`config.mk`:
```
export PLATFORM = sky130hd
export DESIGN_NAME = fetch_prefetch_queue
export DESIGN_NICKNAME = d
export VERILOG_FILES = /design/src/rtl/fetch_prefetch_queue_pkg.sv /design/src/rtl/fetch_prefetch_queue_fifo.sv /design/src/rtl/fetch_prefetch_queue.sv
export SDC_FILE = /design/constraint.sdc
export NUM_CORES = 1
export LEC_CHECK = 0
export CAP_MARGIN = 10
export CELL_PAD_IN_SITES_DETAIL_PLACEMENT = 1
export CELL_PAD_IN_SITES_GLOBAL_PLACEMENT = 2
export CORE_ASPECT_RATIO = 0.6
export CORE_UTILIZATION = 43
export CTS_BUF_LIST = sky130_fd_sc_hd__clkbuf_16
export DETAILED_ROUTE_END_ITERATION = 8
export GPL_ROUTABILITY_DRIVEN = 1
export GPL_TIMING_DRIVEN = 0
export PLACE_DENSITY = 0.85
export SLEW_MARGIN = 20
export SYNTH_ARGS = -nofsm -noshare
export SYNTH_HDL_FRONTEND = slang
export SYNTH_SLANG_ARGS = --single-unit
```
`constraint.sdc`:
```
create_clock -name clock -period 6.39 [get_ports clock]
set_input_delay 1.5975 -clock clock [delete_from_list [all_inputs] [get_ports clock]]
set_output_delay 1.5975 -clock clock [all_outputs]
set_load 0.02 [all_outputs]
```
`src/rtl/fetch_prefetch_queue_pkg.sv`:
```
// Shared fetch front-end definitions: architectural widths, reset PC default and the queue FSM states.
`default_nettype none
package riscv_fetch_pkg;
   localparam int          XLEN             = 32;
   localparam int          INSTR_BYTES      = 4;
   localparam logic [63:0] RESET_PC_DEFAULT = 64'h0;

   typedef enum logic [0:0] {
      RUN     = 1'b0,
      DISCARD = 1'b1
   } fetch_state_e;
endpackage
`default_nettype wire

```
`src/rtl/fetch_prefetch_queue_fifo.sv`:
```
// fetch_fifo: DEPTH-entry {pc, instr} FIFO with synchronous clear and simultaneous push/pop.
`default_nettype none
module fetch_fifo #(
   parameter int DEPTH = 4,
   parameter int XLEN  = 32,
   parameter int CW    = $clog2(DEPTH + 1)
) (
   input  logic            i_clk,
   input  logic            i_rst_n,
   input  logic            i_clear,
   input  logic            i_push,
   input  logic [XLEN-1:0] i_push_pc,
   input  logic [XLEN-1:0] i_push_instr,
   input  logic            i_pop,
   output logic [CW-1:0]   o_count,
   output logic [XLEN-1:0] o_head_pc,
   output logic [XLEN-1:0] o_head_instr
);
   import riscv_fetch_pkg::*;

   localparam int PW = (DEPTH > 1) ? $clog2(DEPTH) : 1;

   logic [XLEN-1:0] r_pc    [DEPTH];
   logic [XLEN-1:0] r_instr [DEPTH];
   logic [PW-1:0]   r_head;
   logic [PW-1:0]   r_tail;
   logic [CW-1:0]   r_count;

   // Pointers wrap explicitly so non-power-of-two depths stay in range.
   function automatic logic [PW-1:0] f_inc(input logic [PW-1:0] p);
      return (p == PW'(DEPTH - 1)) ? '0 : p + PW'(1);
   endfunction

   always_ff @(posedge i_clk) begin
      if (!i_rst_n || i_clear) begin
         r_head  <= '0;
         r_tail  <= '0;
         r_count <= '0;
      end else begin
         if (i_push) r_tail <= f_inc(r_tail);
         if (i_pop)  r_head <= f_inc(r_head);
         case ({i_push, i_pop})
            2'b10:   r_count <= r_count + CW'(1);
            2'b01:   r_count <= r_count - CW'(1);
            default: r_count <= r_count;
         endcase
      end
   end

   always_ff @(posedge i_clk) begin
      if (i_rst_n && !i_clear && i_push) begin
         r_pc[r_tail]    <= i_push_pc;
         r_instr[r_tail] <= i_push_instr;
      end
   end

   assign o_count      = r_count;
   assign o_head_pc    = r_pc[r_head];
   assign o_head_instr = r_instr[r_head];
endmodule
`default_nettype wire

```
`src/rtl/fetch_prefetch_queue.sv`:
```
// fetch_prefetch_queue: credit-limited sequential instruction prefetcher with redirect flush
// and discard of stale in-flight responses.
`default_nettype none
module fetch_prefetch_queue #(
   parameter int              DEPTH    = 4,
   parameter int              XLEN     = riscv_fetch_pkg::XLEN,
   parameter logic [XLEN-1:0] RESET_PC = XLEN'(riscv_fetch_pkg::RESET_PC_DEFAULT)
) (
   input  logic            clock,
   input  logic            reset,
   input  logic            redirect_valid,
   input  logic [XLEN-1:0] redirect_pc,
   output logic            mem_req_valid,
   output logic [XLEN-1:0] mem_req_addr,
   input  logic            mem_req_ready,
   input  logic            mem_rsp_valid,
   input  logic [XLEN-1:0] mem_rsp_data,
   output logic            out_valid,
   output logic [XLEN-1:0] out_instr,
   output logic [XLEN-1:0] out_pc,
   input  logic            out_ready
);
   import riscv_fetch_pkg::*;

   localparam int CW = $clog2(DEPTH + 1);

   logic [XLEN-1:0] r_fetch_pc;
   logic [XLEN-1:0] r_rsp_pc;
   logic [CW-1:0]   r_outstanding;
   logic [CW-1:0]   r_drop_cnt;
   fetch_state_e    r_state;

   fetch_state_e    w_next_state;
   logic [CW-1:0]   w_drop_nxt;
   logic [CW-1:0]   w_outstanding_nxt;
   logic [CW-1:0]   w_count;
   logic [XLEN-1:0] w_head_pc;
   logic [XLEN-1:0] w_head_instr;
   logic [XLEN-1:0] w_redirect_pc;
   logic            w_credit;
   logic            w_req_hs;
   logic            w_rsp_hs;
   logic            w_redir;
   logic            w_accept_rsp;
   logic            w_push;
   logic            w_pop;

   // Buffered plus in-flight fetches never exceed DEPTH, so a push always finds room.
   assign w_credit      = ({1'b0, w_count} + {1'b0, r_outstanding}) < (CW + 1)'(DEPTH);
   assign mem_req_valid = reset & w_credit;
   assign mem_req_addr  = reset ? r_fetch_pc : RESET_PC;

   assign w_req_hs          = mem_req_valid & mem_req_ready;
   assign w_rsp_hs          = reset & mem_rsp_valid;
   assign w_redir           = reset & redirect_valid;
   assign w_redirect_pc     = redirect_pc & ~XLEN'(3);
   assign w_outstanding_nxt = r_outstanding + CW'(w_req_hs) - CW'(w_rsp_hs);

   always_ff @(posedge clock) begin
      if (!reset) r_state <= RUN;
      else        r_state <= w_next_state;
   end

   always_comb begin
      w_next_state = r_state;
      w_drop_nxt   = r_drop_cnt;
      if (w_redir) begin
         w_drop_nxt   = w_outstanding_nxt;
         w_next_state = (w_outstanding_nxt != '0) ? DISCARD : RUN;
      end else if (r_state == DISCARD && w_rsp_hs) begin
         w_drop_nxt = r_drop_cnt - CW'(1);
         if (r_drop_cnt == CW'(1)) w_next_state = RUN;
      end
   end

   always_comb begin
      w_accept_rsp = (r_state == RUN);
   end

   assign w_push = w_rsp_hs & w_accept_rsp & ~w_redir;
   assign w_pop  = out_valid & out_ready & ~w_redir;

   always_ff @(posedge clock) begin
      if (!reset) begin
         r_fetch_pc    <= RESET_PC;
         r_rsp_pc      <= RESET_PC;
         r_outstanding <= '0;
         r_drop_cnt    <= '0;
      end else begin
         r_outstanding <= w_outstanding_nxt;
         r_drop_cnt    <= w_drop_nxt;
         if (w_redir) begin
            r_fetch_pc <= w_redirect_pc;
            r_rsp_pc   <= w_redirect_pc;
         end else begin
            if (w_req_hs) r_fetch_pc <= r_fetch_pc + XLEN'(INSTR_BYTES);
            if (w_push)   r_rsp_pc   <= r_rsp_pc + XLEN'(INSTR_BYTES);
         end
      end
   end

   fetch_fifo #(
      .DEPTH (DEPTH),
      .XLEN  (XLEN),
      .CW    (CW)
   ) u_fifo (
      .i_clk        (clock),
      .i_rst_n      (reset),
      .i_clear      (w_redir),
      .i_push       (w_push),
      .i_push_pc    (r_rsp_pc),
      .i_push_instr (mem_rsp_data),
      .i_pop        (w_pop),
      .o_count      (w_count),
      .o_head_pc    (w_head_pc),
      .o_head_instr (w_head_instr)
   );

   assign out_valid = reset & (w_count != '0);
   assign out_pc    = out_valid ? w_head_pc    : '0;
   assign out_instr = out_valid ? w_head_instr : '0;
endmodule
`default_nettype wire

```
==> results by group <==
Final layout
  • Nets@finish: 1,222
  • Layout cells sized above 1: 11.0%
  • # diodes: 0
  • Post-route cell area: 16,900 µm²
  • Fin util: 54.1%
  • Area Overhead vs Synth: 23.2%

GRT
  • Total track usage: 23.1%
  • Initial antenna violation count: 0
  • Maximum number of pins on one net before global-route repair: 42
  • Global-route wire length before repair: 56.8 mm
  • Vias in the first global route: 9,286
  • Congestion Overflow GR: 0

Yosys
  • Largest family of logic cells by synthesized area: simple AND/OR/NAND/NOR gates
  • Yosys cell types: 49
  • Ys async rst share: 0%
  • Synth Area per Inst: 14.7 µm²
  • Register bit total from synthesis: 324
  • Synth Area in Simple Gates: 12.3%
  • Post-Synth XOR/XNOR Area: 1.26%
  • Yosys warning count: 0
  • Compound-Gate Fraction of Synth Area: 6.64%
  • Most used DFF post-synth: edfxtp_1
  • Mapped cell area: 13,700 µm²
  • Post-Synth Adder-Cell Area: 1.57%
  • Multiplexer area fraction after synthesis: 10.4%
  • Number of synthesized flops with an enable pin: 248
  • Synthesized instance count: 936
  • Seq/Total Area, Yosys: 65.3%

Die
  • Die ar.: 32,700 µm²
  • IO Pins: 168
  • Core Region: 31,300 µm²
  • Starting Density: 43.9%
  • Row count: 50
  • Die Y: 140 µm
  • Die Wd: 233 µm

CTS
  • Clk pin slew, worst setup/hold paths: 0.07 ns
  • PostCTS Resize Cnt: 0
  • Post-CTS Setup Inserts: 0
  • Total CTS buffers: 31
  • Max Root-Sink Buffers: 3
  • Hold_buf cts: 0
  • H-tree Lvls: 1
  • Root Buffer: clkbuf_16
  • CTS tree: built
  • Clock Latency Late Sink: 0.57 ns
  • CTS Sinks: 324

Hold path
  • Hold depth: 2
  • HP Class: reg2reg

Pwr
  • Clock share of power: 39.1%
  • Maximum vdd drop: 0.000195 V
  • Lkg Pwr: 5.63 nW
  • Sequential share of power: 53.5%
  • Sw Pwr: 0.00103 W
  • Comb power frac: 7.3%
  • P per Cell Area: 264 nW/µm²
  • Cell Int Power: 0.00344 W
  • Sw Share: 23.1%

Worst setup path
  • Crit path launch type: primary input
  • CP max-delay cell: clkdlybuf4s50_1
  • Critical path capture point type: output pin
  • Reg2Reg Depth: 12
  • Critical path class: in2out
  • CP peak stage delay: 0.63 ns
  • Crit Path Max Fanout: 10
  • Required time of the critical path: 4.79 ns
  • WP depth: 6
  • Crit-path cells: clkdlybuf4s50_1 > clkbuf_1 > clkbuf_2 > clkbuf_1 > and3_1 > clkdlybuf4s50_1
  • WP buf/inv: 5
  • CP arrival: 4.49 ns
  • CP delay by family, top: buffers and inverters

STA
  • Fin. max-slew vios: 0
  • RSZ-0062 raised after global routing: false
  • Setup TNS: 0 ns
  • Final worst-path cycle share: 95.3%
  • Slew headroom: 48.6%
  • Clk_skew: 0.0153 ns
  • Final Setup Violations: 0
  • Slew @ Worst Pin: 0.770 ns
  • Fmax: 164 MHz
  • Final hold vios: 0
  • Min Clock Period, post-route: 6.09 ns

Drt
  • Post-DRT Antenna Nets: 0
  • DR WL/cell: 23.9 µm
  • Routed WL: 37.6 mm
  • DRC: 0
  • Via count: 9,117
  • Via-per-instance ratio: 5.78
  • TritonRoute pass-1 iters: 6
  • Initial DRC count: 670

Place
  • Placed instance area: 16,000 µm²
  • IO Port Bufs: 160
  • Post-DP HPWL: 26.5 mm
  • GP Congestion: 0.844

Job
  • Max-Cap Viols: 0

Status
  • Status: finished, final reports clean
synthesized netlist by cell type (20+ instances only):
cell	instances	share of area [%]
edfxtp_1	248	54
dfxtp_1	76	11
and3_1	67	3.1
mux4_2	62	10
clkbuf_1	51	1.4
o21ai_0	46	1.7
and2_1	41	1.9
a31oi_1	39	1.8
nand2_1	38	1.0
or4_1	29	1.6
o31ai_1	26	1.4
inv_1	23	0.63
nand3_1	22	0.80
a21oi_1	20	0.73
logic make-up after synthesis:
| kind of cell | after synthesis |
|---|---|
| simple gates | 278 |
| flops | 324 |
| other cells | 1 |
| fa+ha+maj | 16 |
| mux | 65 |
| xor+xnor | 18 |
| buf+inv | 87 |
| compound gates | 147 |
worst min-delay path, stage by stage (launching register included):
cell	delay (ns)
dfxtp_1	0.33
nand2_1	0.06
a21oi_1	0.07
sequential cells by signal (all words and copies together) (netlist names), named ones only:
register / cells
r_outstanding: 3
r_rsp_pc: 30
r_state: 1
u_fifo.r_tail: 2
r_drop_cnt: 3
u_fifo.r_head: 2
u_fifo.r_pc: 120
u_fifo.r_instr: 128
u_fifo.o_count: 3
r_fetch_pc: 30
final cells by class:
class / instances / area, µm²
fillers: 3058 / 14400
flip-flops and latches: 324 / 8970
multi-input cells: 528 / 4430
repair buffers: 164 / 1700
clock buffers: 31 / 776
well taps: 416 / 520
plain buffers: 64 / 267
clock inverters: 26 / 166
inverters: 23 / 86.3
power groups by stage:
stage	combinational [W]	sequential, W	clock (W)
2_1_floorplan	0.000182	0.00242	0
3_3_place_gp	0.000316	0.00244	0
3_5_place_dp	0.000326	0.00244	0
4_1_cts	0.000329	0.00240	0.00178
5_1_grt	0.000354	0.00240	0.00185
6_report	0.000328	0.00240	0.00175
metrics by stage:
step	setup slack [ns]	power (W)	instances	hold slack, ns
global placement	-0.0183	0.00275	1515	0.473
CTS	0.00678	0.00451	1576	0.502
finish	0.302	0.00448	1576	0.505
detailed placement	0.0520	0.00277	1519	0.495
floorplan	2.20	0.00260	939	0.454
global route	0.134	0.00461	1576	0.534
worst paths after layout:
check / start / end / slack, ns
max: reset / out_pc[10] / 0.30
max reg2reg: r_outstanding[2] / r_state / 3.19
min reg2reg: u_fifo.r_head[0] / register / 0.51
min: u_fifo.r_head[0] / register / 0.51
per-layer routing:
| layer | vias to the layer above | global-route usage [%] | share of wire (%) |
|---|---|---|---|
| li1 | 4109 | - | - |
| met2 | 257 | 34.4 | 45 |
| met3 | 40 | 4.05 | 6.2 |
| met5 | - | 0 | 0 |
| met4 | 0 | 3.47 | 1.2 |
| met1 | 4711 | 35.8 | 48 |
placed cells by master, fill, tap and decap left out, types with 4 or more instances in the layout:
cell and instances:
clkinv_1 5, clkbuf_16 31, ha_1 14, o31ai_1 26
clkdlybuf4s50_1 160, and2_4 4, buf_4 4, nand4_1 15
o21ai_0 46, nand3_1 22, clkinv_2 6, xnor2_1 10
and2_1 37, mux4_2 62, and3_1 67, clkbuf_1 49
edfxtp_1 248, dfxtp_1 76, nor4_1 8, a21oi_1 20
nand2_1 38, nor3_1 4, buf_2 7, or4_1 29
a31oi_1 39, inv_1 34, nor2_1 15, or3_1 14
conb_1 4, and4_1 12, xor2_1 7
No activity file was read; power rests on OpenSTA's default activity.
